<file path="src/rtl/bcd2bin_n.sv">
// bcd2bin_n: iterative packed-BCD to binary converter (reverse double dabble).
// Define BCD2BIN_N_ERR_EN to reject operands that contain a nibble above 9.
module bcd2bin_n #(
    parameter int NDIG  = 5,
    parameter int OUT_W = 17
) (
    input  logic               clk,
    input  logic               rst,
    input  logic               init,
    input  logic [4*NDIG-1:0]  A,
    output logic [OUT_W-1:0]   result,
    output logic               done,
    output logic               busy,
    output logic               ovf,
    output logic               err
);

    localparam int W  = 4 * NDIG;
    localparam int CW = $clog2(W + 1);

    typedef enum logic [1:0] {
        IDLE,
        CONV,
        DONE
    } state_t;

    state_t          state;
    state_t          state_n;
    logic [2*W-1:0]  sreg;
    logic [2*W-1:0]  itr;
    logic [CW-1:0]   cnt;
    logic            last;
    logic            bad;
    logic            ovf_n;
    logic            err_q;

    // Upper half is the BCD field, lower half collects the binary value.
    always_comb begin
        itr = sreg >> 1;
        for (int i = 0; i < NDIG; i++) begin
            if (itr[W+4*i +: 4] >= 4'd8) begin
                itr[W+4*i +: 4] = itr[W+4*i +: 4] - 4'd3;
            end
        end
    end

    assign last = (cnt == CW'(1));

    generate
        if (OUT_W < W) begin : g_ovf
            assign ovf_n = |itr[W-1:OUT_W];
        end else begin : g_no_ovf
            assign ovf_n = 1'b0;
        end
    endgenerate

`ifdef BCD2BIN_N_ERR_EN
    always_comb begin
        bad = 1'b0;
        for (int i = 0; i < NDIG; i++) begin
            if (A[4*i +: 4] > 4'd9) begin
                bad = 1'b1;
            end
        end
    end
`else
    assign bad = 1'b0;
`endif

    always_comb begin
        state_n = state;
        unique case (state)
            IDLE:    if (init) state_n = bad ? DONE : CONV;
            CONV:    if (last) state_n = DONE;
            DONE:    state_n = IDLE;
            default: state_n = IDLE;
        endcase
    end

    always_ff @(posedge clk or negedge rst) begin
        if (!rst) begin
            state  <= IDLE;
            sreg   <= '0;
            cnt    <= '0;
            result <= '0;
            ovf    <= 1'b0;
            err_q  <= 1'b0;
        end else begin
            state <= state_n;
            unique case (state)
                IDLE: begin
                    if (init) begin
                        sreg <= {A, {W{1'b0}}};
                        cnt  <= CW'(W);
                        // Invalid operand skips conversion entirely.
                        if (bad) begin
                            result <= '0;
                            ovf    <= 1'b0;
                            err_q  <= 1'b1;
                        end
                    end
                end
                CONV: begin
                    sreg <= itr;
                    cnt  <= cnt - CW'(1);
                    if (last) begin
                        result <= itr[OUT_W-1:0];
                        ovf    <= ovf_n;
                        err_q  <= 1'b0;
                    end
                end
                default: ;
            endcase
        end
    end

    assign done = (state == DONE);
    assign busy = (state != IDLE);
    assign err  = err_q;

endmodule
</file>
<file path="config.mk">
export PLATFORM = sky130hd
export DESIGN_NAME = bcd2bin_n
export DESIGN_NICKNAME = d
export VERILOG_FILES = /design/src/rtl/bcd2bin_n.sv
export SDC_FILE = /design/constraint.sdc
export NUM_CORES = 1
export LEC_CHECK = 0
export BUFFER_PORTS_ARGS = -buffer_cell sky130_fd_sc_hd__buf_2
export CAP_MARGIN = 20
export CORE_ASPECT_RATIO = 1.75
export CORE_UTILIZATION = 60
export DETAILED_ROUTE_END_ITERATION = 8
export PLACE_DENSITY = 0.83
export SLEW_MARGIN = 20
export SYNTH_ARGS = -nofsm -noshare
export SYNTH_HDL_FRONTEND = slang
export SYNTH_SLANG_ARGS = --single-unit
</file>
<file path="constraint.sdc">
create_clock -name clk -period 2.6 [get_ports clk]
set_input_delay 0.13 -clock clk [delete_from_list [all_inputs] [get_ports clk]]
set_output_delay 0.13 -clock clk [all_outputs]
set_load 0.05 [all_outputs]
</file>
# [After elaboration in Yosys (flattened, before gate mapping)]
# Cells that the tools add are included.
[word_totals] register_bits=65 elab_cells=40 input_bits=23
[op_classes] n_mux=12 eq_ne=5 n_lt_le_gt_ge=5 n_reduce_logical=7 addsub=6
[ops] operator="$pmux W40 S2" count=1
[ops] operator="$mux W40" count=1
[ops] operator="$mux W4" count=5
[ops] operator="$ge A4 B4 Y1 const B" count=4
[ops] operator="$sub A4 B2 Y4 const B" count=4
[ops] operator="$pmux W5 S2" count=1
[ops] operator="$reduce_and A2 Y1" count=3
[ops] operator="$eq A5 B1 Y1 const B" count=1
[ops] operator="$mux W5" count=1
[ops] operator="$sub A5 B1 Y5 const B" count=1
[ops] operator="$ge A3 B4 Y1 const B" count=1
[ops] operator="$mux W2" count=2
[ops] operator="$ne A2 B2 Y1 const B" count=2
[ops] operator="$pmux W2 S2" count=1
[ops] operator="$reduce_bool A2 Y1" count=2
[ops] operator="$sub A3 B2 Y4 const B" count=1
[ops] operator="$reduce_or A3 Y1" count=1
[ops] operator="$eq A2 B1 Y1 const B" count=1
[ops] operator="$eq A2 B2 Y1 const B" count=1
[ops] operator="$logic_not A2 Y1" count=1

# [Depth between registers and ports, before layout]
# Gate-level depths: netlist of run 1.
[logic_depth] ltp_word=3 mapped_depth=6 depth_no_buf=5

# [Worst setup path before layout of run 1]
# OpenSTA, ideal clock, no wires.
[synth_timing] path_kind="register to output" start="reg state[1]" end="out done" stages_incl_launch_ff=4 path_slack_ns=0.958 arrival_ns=1.512 n_path_buf=2 required_time_ns=2.470 path_cell_list="dfrtp_1 > buf_2 > clkbuf_1 > nor2b_1"
[synth_via] elab_chain_cells=1
[synth_lines] element="from (decl)" line="27" source="state_t state;"
[synth_lines] element="from (signal assigned)" line="89" source="state <= state_n;"
[synth_lines] element="$eq A2 B2 Y1" line="117" source="assign done = (state == DONE);"
[synth_lines] element="to (decl)" line="12" source="output logic done,"
# No other way between the ends.

# [Final worst setup path of run 1]
[layout_timing] start="reg state[0]" end="out busy"
[layout_via] elab_chain_cells=1
[layout_lines] element="$reduce_bool A2 Y1" line="118" source="assign busy = (state != IDLE);"
[layout_lines] element="to (decl)" line="13" source="output logic busy,"
# No other way between the ends.

==> results_dict.tcl, run 1 <==
set metrics [dict create \
    syn_nets 285 \
    max_freq_mhz 554.6 \
    die_h_microns 95.57 \
    dpl_worst_slack_ps 848.3 \
    crit_chain "nor2_1, inv_1, buf_2" \
    combPwrFrac_pct 41.2 \
    async_flop_share_pct 100.0 \
    leakagePower_nw 1.751 \
    min_period_ps 1803 \
    cts-htree-levels 3 \
    layout_common_cells "64 x dfrtp_1, 42 x buf_2, 20 x a22o_1" \
    firstDrtPassIters 4 \
    num_vias 2081 \
    setup_violations 0 \
    register_area_sq_mm 0.001602 \
    power_frac_seq_pct 42.0 \
    crit_family "flip-flops" \
    internal_power_mw 2.518 \
    dieArea_sq_mm 0.005301 \
    multi_input_area_sq_mm 0.001277 \
    worstMarginPinSlew_ps 784.8 \
    drive_gt1_share_pct 29.57 \
    post-dp-hpwl_microns 3877 \
    post_synth_num_cell_types 41 \
    initial_core_util_pct 63.21 \
    switching_share_pct 40.99 \
    final.fill_count 355 \
    worst_slack_ps 796.9 \
    power.density_mw_per_mm2 1245 \
    hold_violations 0 \
    maxSlewViolCount 0 \
    io_pins 44 \
    ys_seq_area_share_pct 53.36 \
    crit_slowest_cell "dfrtp_1" \
    synth-edff-count 0 \
    fin_crit_sh_pct 69.35 \
    core_sq_mm 0.004748 \
    slowest_delay_ps 780 \
    final.setup_skew_ps 5.485 \
    cts_tree "built" \
    crit_fanout 26 \
    irDropWorstVdd_mv 0.9463 \
    timing.max_cap.violations 0 \
    status "completed" \
    drt_wl_total_microns 5602 \
    clk_latency_ps 340 \
    power_switching_mw 1.749 \
    yosysWarnings 0 \
    area_growth_pct 14.21 \
    grt-ovfl-total 0 \
    start_kind "flop" \
    num_antenna_cells 0 \
    root_buffer "clkbuf_8" \
    synth_ff_type "dfrtp_1" \
    critPathBufInv 2 \
    die_w_microns 55.47 \
    slew-limit-headroom_pct 47.68 \
    gp_congestion 0.7992 \
    hp-class "in2reg" \
    vias_per_cell 5.895 \
    grt_max_degree 65 \
    cp_data_required_time_ps 2470 \
    clockBufferDepth 2 \
    mappedNetlistArea_sq_mm 0.003002 \
    ys_ff_latch 64 \
    drt-wirelength-per-cell_microns 15.87 \
    drt_iter0_drc 39 \
    cts_resized 0 \
    drc 0 \
    end_kind "primary output" \
    drt.antenna.violating_nets 0 \
    clk_pin_slew_worst_paths_ps 70 \
    avgSynthCellArea_sq_um 11.91 \
    critical_path_arrival_ps 1670 \
    io_buffers 42 \
    grt_pass1_wl_microns 9287 \
    path_class "reg2out" \
    rows 33 \
    cts_sinks 64 \
    grt_pass1_vias 1986 \
    grt_usage_pct 23.20 \
    fin_nets 329 \
    clkPwrFrac_pct 16.7 \
    mostFrequentLayoutCell "dfrtp_1" \
    antenna_found_initial 0 \
    synth_cells 252 \
    cts_buffers 9 \
    rsz0062_at_grt "no" \
    fin_tns_setup_ps 0 \
]
## tightest hold or removal path, cell delays in order
cell and delay [ps]:
buf_2 70, a22oi_1 50, o21ai_0 70
## final cells by class
cell class                      count  share of cell area (%)
Inverter                           14                   1.533
Tap cell                           52                   1.898
Sequential cell                    64                   46.72
Timing Repair Buffer               49                   7.810
Clock buffer                       10                   3.723
Clock inverter                      6                   1.058
Multi-Input combinational cell    158                   37.26
## logic make-up (layout without fill, tap and decap cells)
group,count (synthesis),in the layout,synth area share (%)
adders and majority gates,10,10,4.168
and+or+nand+nor,46,46,9.296
AOI/OAI and AO/OA,71,71,17.17
muxes,22,22,9.254
xor gates and xnor gates,8,8,2.334
buffers and inverters,30,79,4.294
other,1,1,0.1249
DFF,64,64,53.36
## through the flow
stage	cell area [sq um]	hold WS [ps]	std cells	power (mW)	utilization (%)
after floorplan	3002	-165.6	252	3.149	-
after global placement	3244	335.2	335	3.496	68.33
after detailed placement	3244	339.9	335	3.581	68.33
after CTS	3428	15.06	353	4.303	72.20
after global routing	3428	41.05	353	4.563	72.20
final	3428	31.57	353	4.267	72.20
## synth_stat cells (all sizes together), types with 2 or more instances
| library cell | instances | share of area, % |
|---|---|---|
| nor2 | 7 | 0.88 |
| a21oi | 17 | 2.8 |
| nor3b | 3 | 0.75 |
| clkbuf | 10 | 1.3 |
| nand2b | 7 | 1.5 |
| xnor2 | 4 | 1.2 |
| xor2 | 4 | 1.2 |
| o21ai | 7 | 1.2 |
| o22ai | 5 | 1.0 |
| nor2b | 12 | 2.5 |
| ha | 10 | 4.2 |
| o221a | 2 | 0.75 |
| mux2i | 3 | 1.0 |
| o221ai | 2 | 0.58 |
| a31oi | 2 | 0.42 |
| inv | 14 | 1.8 |
| dfrtp | 64 | 53 |
| a221o | 2 | 0.67 |
| a22o | 20 | 5.8 |
| buf | 6 | 1.3 |
| a22oi | 4 | 1.0 |
| o22a | 4 | 1.2 |
| a2bb2oi | 2 | 0.58 |
| nand2 | 10 | 1.5 |
| mux2 | 19 | 8.3 |
## worst paths after layout
kind	from	to	slack, ps	depth (start not counted)
setup / recovery	state[0]	busy	800	3
hold / removal	A[10]	sreg[30]	30	3
setup reg to reg	state[0]	cnt[3]	800	3
hold reg to reg	result[10]	result[10]	500	1
max in group asynchronous	rst	cnt[4]	1590	3
min in group asynchronous	rst	result[0]	490	3
## registers in the layout (all words and copies together) (netlist names)
name and flops:
cnt 5, ovf 1, sreg 39, result 17, state 2
## power by group through the flow
| stage | sequential, mW | combinational (mW) | clock [mW] |
|---|---|---|---|
| 6_report | 1.79 | 1.76 | 0.714 |
| 2_1_floorplan | 2.04 | 1.11 | 0 |
| 5_1_grt | 1.85 | 1.93 | 0.777 |
| 3_5_place_dp | 1.81 | 1.78 | 0 |
| 3_3_place_gp | 1.79 | 1.71 | 0 |
| 4_1_cts | 1.79 | 1.78 | 0.732 |
## timing repair
action | CTS | global route
hold buffers | 2 | 0
buffers inserted | 0 | 0
hold endpoints to repair | 65 | 0
## metal layers
metal / vias up / track usage (%) / routed length, microns
met5: - / 0 / 0
met3: 4 / 5.427 / 160
li1: 986 / - / -
met4: 0 / 10.42 / 69
met1: 1051 / 28.18 / 2426
met2: 40 / 39.26 / 2945
Power figures use the tool's default switching activity.
==> run 2: changes to the inputs <==
- CORE_UTILIZATION: 60 -> 56
- PLACE_DENSITY: 0.83 -> 0.78
- clock period: 2.6 -> 1.8 ns (I/O delays scaled with it)
==> run 2 against run 1 <==
Compared with the run above: the run now ends with DRC left; via count increased by 1.2%; global-route usage increased by 0.29 points; combinational power increased by 51%; hold slack about the same; total power increased by 50%; sequential cell count unchanged; design area increased by 2.7%; sequential power increased by 42%; register-to-register slack got worse by 590 ps; critical path depth increased by 1; clock power increased by 68%; final cell count increased by 2.0%; largest power group is now combinational cells.
==> results_dict.tcl, run 2 (synthesis gave the netlist of run 1 again) <==
set metrics [dict create \
    status "finished, violations left" \
    violations "DRC" \
    grt_usage_pct 23.50 \
    clk_latency_ps 340 \
    path_class "reg2out" \
    gp_congestion 0.7629 \
    final.fill_count 386 \
    timing.rr.start "cnt[1]" \
    end_kind "primary output" \
    setup_violations 0 \
    drive_gt1_share_pct 29.41 \
    antenna_found_initial 0 \
    die_h_microns 98.85 \
    switching_share_pct 39.91 \
    io_buffers 42 \
    start_kind "flop" \
    worst-r2r-cell-count 5 \
    crit_fanout 12 \
    register_area_sq_mm 0.001602 \
    clkPwrFrac_pct 18.7 \
    fin_tns_setup_ps 0 \
    combPwrFrac_pct 41.5 \
    cts_sinks 64 \
    post-dp-hpwl_microns 4022 \
    die_w_microns 57.35 \
    slew-limit-headroom_pct 58.98 \
    rsz0062_at_grt "no" \
    drc 4 \
    max_freq_mhz 619.4 \
    root_buffer "clkbuf_8" \
    cts_setup_buffers 0 \
    regMostFlops "sreg" \
    crit_chain "buf_4, nor2_1, inv_1, buf_2" \
    cp_data_required_time_ps 1710 \
    hold_violations 0 \
    num_vias 2107 \
    drt.antenna.violating_nets 0 \
    core_sq_mm 0.005062 \
    grt_pass1_wl_microns 9998 \
    crit_end "busy" \
    initial_core_util_pct 59.29 \
    worstMarginPinSlew_ps 614.9 \
    power_frac_seq_pct 39.8 \
    drt_wl_total_microns 5939 \
    timing.max_cap.violations 0 \
    r2r_end "result[7]" \
    critPathBufInv 3 \
    grt_max_degree 65 \
    layout_common_cells "64 x dfrtp_1, 42 x buf_2, 20 x a22o_1" \
    irDropWorstVdd_mv 0.9124 \
    multi_input_area_sq_mm 0.001277 \
    worstSetupStartpoint "state[1]" \
    internal_power_mw 3.845 \
    final_core_util_pct 69.53 \
    largest_reg_flops 39 \
    slowest_delay_ps 490 \
    reg_top3 "sreg (39), result (17), cnt (5)" \
    rows 34 \
    maxSlewViolCount 0 \
    cp_num_cells 4 \
    cts_tree "built" \
    cts-htree-levels 3 \
    critical_path_arrival_ps 1520 \
    vias_per_cell 5.853 \
    worst_hold_slack_ps 31.47 \
    grt_pass1_vias 2089 \
    min_period_ps 1615 \
    leakagePower_nw 1.790 \
    drt_iter0_drc 108 \
    firstDrtPassIters 8 \
    hp-class "in2reg" \
    clockBufferDepth 2 \
    r2r_slack_ps 210 \
    cts_resized 0 \
    fin_crit_sh_pct 89.70 \
    mostFrequentLayoutCell "dfrtp_1" \
    crit_slowest_cell "dfrtp_1" \
    final.setup_skew_ps 8.995 \
    fin_nets 335 \
    dieArea_sq_mm 0.005669 \
    power.density_mw_per_mm2 1818 \
    cts_buffers 9 \
    grt-ovfl-total 0 \
    total_power_mw 6.399 \
    area_growth_pct 17.26 \
    num_antenna_cells 0 \
    io_pins 44 \
    clk_pin_slew_worst_paths_ps 70 \
    power_switching_mw 2.554 \
    crit_family "buffers and inverters" \
    drt-wirelength-per-cell_microns 16.50 \
]
run 2: changes by cell type in the layout (fill, tap and decap cells not counted), sizes merged:
cell,delta
buf,+3
bufinv,+1
clkbuf,+2
clkinv,-4
dlygate4sd3,+3
run 2: routing by layer:
layer	part of all wire, %	vias up	GRT usage (%)
li1	-	995	-
met4	1.4	0	9.568
met2	53	49	39.09
met5	0	-	0
met3	3.0	7	5.118
met1	43	1056	29.17
run 2: how the worst min path moves through the flow:
stage,startpoint,to,cells past startpoint
after floorplan,rst,cnt[0],0
after global placement,rst,result[0],2
after detailed placement,rst,result[0],2
after CTS,A[2],sreg[22],3
after global routing,A[14],sreg[34],3
final,A[14],sreg[34],3
run 2: cell type report:
cell class                      instances  share of cell area (%)
Clock buffer                           12                   4.124
Multi-Input combinational cell        158                   36.30
Tap cell                               54                   1.920
Inverter                               14                   1.493
Clock inverter                          3                   1.209
Sequential cell                        64                   45.50
Timing Repair Buffer                   55                   9.456
run 2: power by group through the flow:
stage | clock network (mW) | logic [mW] | registers (mW)
2_1_floorplan | 0 | 1.60 | 2.95
4_1_cts | 1.21 | 2.68 | 2.55
6_report | 1.20 | 2.66 | 2.55
3_3_place_gp | 0 | 2.55 | 2.54
3_5_place_dp | 0 | 2.64 | 2.57
5_1_grt | 1.27 | 2.91 | 2.63
run 2: per-stage QoR:
stage	cells	cell area (sq um)	worst slack [ps]
after floorplan	252	3002	198.3
after global placement	340	3282	268.3
after detailed placement	340	3282	186.5
after CTS	360	3520	176.0
after global routing	360	3520	106.9
final	360	3520	185.4
run 2: what timing repair did:
| item | in CTS | in global routing |
|---|---|---|
| setup endpoints to repair | 0 | 0 |
| hold endpoints to repair | 68 | 0 |
| hold buffers | 5 | 0 |
run 2: worst reg2reg max path: stages, from the launching register on:
cell and delay (ps):
dfrtp_1 380, inv_1 100, ha_1 150, nor4b_4 260, nand2_4 230, mux2_4 360
